===== src/rtl/cl_pkg.sv =====
// Shared encodings for the 1-bit logic cell and its serial sequencer.
package cl_pkg;

  localparam logic [1:0] OP_AND = 2'b00;
  localparam logic [1:0] OP_OR  = 2'b01;
  localparam logic [1:0] OP_XOR = 2'b10;
  localparam logic [1:0] OP_NOT = 2'b11;

  typedef enum logic [1:0] {
    ST_IDLE = 2'b00,
    ST_RUN  = 2'b01,
    ST_DONE = 2'b10
  } state_e;

endpackage


===== src/rtl/cl.sv =====
// Shared 1-bit logic cell: AND, OR, XOR or NOT a, chosen by the select lines.
module cl
  import cl_pkg::*;
(
  input  logic       a_i,
  input  logic       b_i,
  input  logic [1:0] s_i,
  output logic       y_o
);

  // NOTE: every combinational path assigns y_o (default arm included), so no latch is inferred.
  always_comb begin
    case (s_i)
      OP_AND:  y_o = a_i & b_i;
      OP_OR:   y_o = a_i | b_i;
      OP_XOR:  y_o = a_i ^ b_i;
      default: y_o = ~a_i;
    endcase
  end

endmodule


===== src/rtl/cl_serial_ctrl.sv =====
// Runs a WIDTH-bit logic operation LSB first through one shared 1-bit cell,
// with a start/busy/done handshake toward the control unit.
module cl_serial_ctrl
  import cl_pkg::*;
#(
  parameter int WIDTH = 8,
  parameter int CW    = $clog2(WIDTH)
) (
  input  logic             clk,
  input  logic             reset,
  input  logic             start,
  input  logic [1:0]       op,
  input  logic [WIDTH-1:0] a,
  input  logic [WIDTH-1:0] b,
  output logic             busy,
  output logic             done,
  output logic [WIDTH-1:0] result,
  output logic             zero
);

  localparam logic [CW-1:0] LAST = CW'(WIDTH - 1);

  state_e           state_q;
  logic [1:0]       op_q;
  logic [WIDTH-1:0] sa_q, sb_q, acc_q, result_q;
  logic [WIDTH-1:0] acc_d;
  logic [CW-1:0]    cnt_q;
  logic             busy_q, done_q, zero_q;
  logic             cell_y;

  cl u_cl (
    .a_i (sa_q[0]),
    .b_i (sb_q[0]),
    .s_i (op_q),
    .y_o (cell_y)
  );

  // The accumulator fills from the MSB, so after WIDTH shifts bit i holds cell(a[i], b[i]).
  assign acc_d = {cell_y, acc_q[WIDTH-1:1]};

  // NOTE: sequential state uses non-blocking assignments so every register samples pre-edge values.
  always_ff @(posedge clk or posedge reset) begin
    if (reset) begin
      state_q  <= ST_IDLE;
      op_q     <= OP_AND;
      sa_q     <= '0;
      sb_q     <= '0;
      acc_q    <= '0;
      cnt_q    <= '0;
      result_q <= '0;
      zero_q   <= 1'b1;
      busy_q   <= 1'b0;
      done_q   <= 1'b0;
    end else begin
      case (state_q)
        ST_IDLE: begin
          done_q <= 1'b0;
          if (start) begin
            sa_q    <= a;
            sb_q    <= b;
            op_q    <= op;
            cnt_q   <= '0;
            busy_q  <= 1'b1;
            state_q <= ST_RUN;
          end
        end
        ST_RUN: begin
          acc_q <= acc_d;
          sa_q  <= sa_q >> 1;
          sb_q  <= sb_q >> 1;
          cnt_q <= cnt_q + 1'b1;
          if (cnt_q == LAST) begin
            result_q <= acc_d;
            zero_q   <= (acc_d == '0);
            busy_q   <= 1'b0;
            done_q   <= 1'b1;
            state_q  <= ST_DONE;
          end
        end
        ST_DONE: begin
          done_q  <= 1'b0;
          state_q <= ST_IDLE;
        end
        default: begin
          busy_q  <= 1'b0;
          done_q  <= 1'b0;
          state_q <= ST_IDLE;
        end
      endcase
    end
  end

  assign busy   = busy_q;
  assign done   = done_q;
  assign result = result_q;
  assign zero   = zero_q;

endmodule


===== config.mk =====
export PLATFORM = sky130hd
export DESIGN_NAME = cl_serial_ctrl
export DESIGN_NICKNAME = d
export VERILOG_FILES = /design/src/rtl/cl_pkg.sv /design/src/rtl/cl.sv /design/src/rtl/cl_serial_ctrl.sv
export SDC_FILE = /design/constraint.sdc
export NUM_CORES = 1
export LEC_CHECK = 0
export CORE_ASPECT_RATIO = 1.1
export CORE_MARGIN = 5
export CORE_UTILIZATION = 40
export DETAILED_ROUTE_END_ITERATION = 8
export PLACE_DENSITY_LB_ADDON = 0.2
export SLEW_MARGIN = 20
export SYNTH_ARGS = -nofsm -noshare
export SYNTH_HDL_FRONTEND = slang
export SYNTH_HIERARCHICAL = 1
export SYNTH_SLANG_ARGS = --single-unit

===== constraint.sdc =====
create_clock -name clk -period 2.38 [get_ports clk]
set_clock_uncertainty 0.05 [all_clocks]
set_input_delay 0.238 -clock clk [delete_from_list [all_inputs] [get_ports clk]]
set_output_delay 0.238 -clock clk [all_outputs]
set_load 0.02 [all_outputs]

==> results.yml <==
layout:
  syn2layout_area_growth_pct: 25.2
  final_common_cell: "dfrtp_1"
  stdcell_count: 248
  final_net_count: 216
  final_layout_size_suffix_gt1_frac: 0.182
  antenna_cells: 0
  layout_common_cells: "dfrtp_1 (40), clkdlybuf4s50_1 (31), nand2_1 (18)"
  fin_util: 0.510
setup_path:
  cpMaxStageDelayCell: "mux4_2"
  cp_data_arrival_time_ns: 2.05
  reg2reg_from: "sa_q[0]"
  critPathKind: "flip-flop to flip-flop"
  crit_chain: "inv_1, ha_1, mux4_2, nor4_1, nand2_1, o21ai_0"
  endpoint_kind: "flip-flop"
  slowest_delay_ns: 0.49
  cp.required_ns: 2.53
  setup.worst_path.start: "sa_q[0]"
  start_kind: "flip-flop"
  crit_fanout: 3
routing:
  wl_per_cell_um: 14.5
  drt.antenna.violating_nets: 0
  via_count: 1292
  dr.pass1.iters: 4
  viasPerCell: 5.21
  drt_iter0_markers: 54
  wl_um: 3590
  drc: 0
floorplanning:
  io_pins: 32
  die-height_um: 81.4
  die-area_um2: 6100
  start_util: 0.407
  fp.coreArea_um2: 4550
  die_w_um: 74.9
  num_rows: 26
synthesis:
  synth_cell_types: 27
  syn_area_um2: 1850
  synthDominantCellAreaShare: 0.540
  synthTopCellsByArea: "dfrtp_1 (54%), mux2_2 (6.7%), mux2_4 (5.7%), and3b_1 (4.7%), nand2_1 (3.6%)"
  synth_area_per_cell_um2: 11.8
  synthCells: 157
  ys_ff_latch: 41
  synth_warnings: 6
  synth_top_area_cell: "dfrtp_1"
  syn_nets: 182
  yosysSeqAreaShare: 0.554
place:
  place.gp.congestion: 0.815
  placed_cells: 240
  dp_slack_ns: 0.445
  io_buffers: 31
  dpl.hpwl_um: 2610
timing:
  setup_violations: 0
  period_share: 0.797
  fmax_mhz: 527
  fin_tns_setup_ns: 0
  max_slew_margin: 0.577
  rsz0062_at_grt: "false"
  period_needed_ns: 1.90
  layout_setup_ws_ns: 0.482
  slew_violations: 0
  hold_viol_final: 0
  tightest_slew_ns: 0.633
global_routing:
  grt_usage: 0.126
  grt_pass1_vias: 1257
  antenna_found_initial: 0
  grt_pass1_wl_um: 5890
  grt_max_degree: 42
  overflow: 0
power_and_ir_drop:
  p_leak_nw: 1.08
  switchingPower_uw: 930
  swShare: 0.331
  power.density_nw_per_um2: 1210
  comb_power_share: 0.395
  clkPwrFrac: 0.175
  p_int_mw: 1.88
  ir_worst_vdd_v: 0.000560
  finalPower_mw: 2.81
  p_seq_frac: 0.430
clock_network:
  hold_buffers: 0
  cts_made_buffers: 5
  clock_sinks: 41
  insertion_delay_ns: 0.29
  post_cts_resized: 0
  root_buffer: "clkbuf_8"
  clk_pin_slew_ns: 0.07
  cts.path.max_buffers: 2
  htreeDepth: 2
  cts_setup_buffers: 0
  cts_tree: "built"
hold_path:
  min_path_type: "input pin to asynchronous set/reset pin"
status:
  status: "finished clean"
job:
  max_cap_viol_count: 0
## worst max-delay path, delay by kind of cell, from the launching register on
family	cells	cell delay [ns]
adders and majority gates	1	0.28
buffers and inverters	1	0.07
and+or+nand+nor	2	0.34
DFF	1	0.38
muxes	1	0.49
AOI/OAI and AO/OA	1	0.19
## metal layers
layer  vias up  track usage  share of wire
met2        35        0.199           0.49
met5         -            0              0
li1        617            -              -
met3         7       0.0428          0.057
met4         0       0.0427          0.013
met1       633        0.162           0.44
## cell type report
cell class / count / area (µm²)
clock inverters: 1 / 5.00
repair buffers: 36 / 348
fillers: 428 / 2230
clock buffers: 7 / 96.3
inverters: 6 / 22.5
flip-flops and latches: 41 / 1030
multi-input cells: 101 / 752
well taps: 56 / 70.1
## state kept, by name, summed over array words and instances, names as in the netlist
name	count
acc_q	7
done	1
zero	1
sa_q	8
cnt_q	3
busy	1
state_q	2
op_q	2
sb_q	8
result	8
## power groups by stage
| stage | Combinational, mW | Sequential, mW | Clock, mW |
|---|---|---|---|
| after floorplan | 0.700 | 1.26 | 0 |
| after global placement | 1.09 | 1.20 | 0 |
| after detailed placement | 1.12 | 1.22 | 0 |
| after CTS | 1.13 | 1.21 | 0.517 |
| after global routing | 1.22 | 1.25 | 0.533 |
| final | 1.11 | 1.21 | 0.492 |
## per-stage QoR
stage          hold slack [ns]  area (µm²)
4_1_cts                  0.335        2320
3_5_place_dp             0.425        2220
6_report                 0.322        2320
5_1_grt                  0.387        2320
3_3_place_gp             0.412        2220
2_1_floorplan            0.340        1850
## cells by family after synthesis
group | share of synthesized area
compound gates | 0.123
simple gates | 0.119
fa+ha+maj | 0.0270
buf+inv | 0.0405
flops | 0.554
mux | 0.136
## worst paths after layout
path / endpoint / slack, ns / cells after the start
setup / recovery: zero / 0.48 / 6
hold / removal: sa_q[6] / 0.32 / 3
setup reg to reg: zero / 0.48 / 6
hold reg to reg: sa_q[2] / 0.43 / 2
max in group asynchronous: zero / 1.59 / 3
min in group clk: sa_q[2] / 0.43 / 2
## Yosys cell counts
master and n:
a21o_1 1, nand2_1 18, o21a_1 1, o21ai_1 5
dfstp_2 1, mux2_2 11, dfrtp_1 40, nor4_1 2
clkbuf_2 1, nand3b_1 1, inv_1 6, and2b_1 2
buf_4 4, nor2_1 1, nor2b_2 1, mux2_4 7
clkbuf_1 2, a22oi_1 4, o21ai_0 13, o21bai_2 1
nor2b_1 3, mux4_2 1, ha_1 4, and3b_1 10
buf_2 2, a22o_1 2, a21oi_1 13
(Power assumes the default switching activity.)
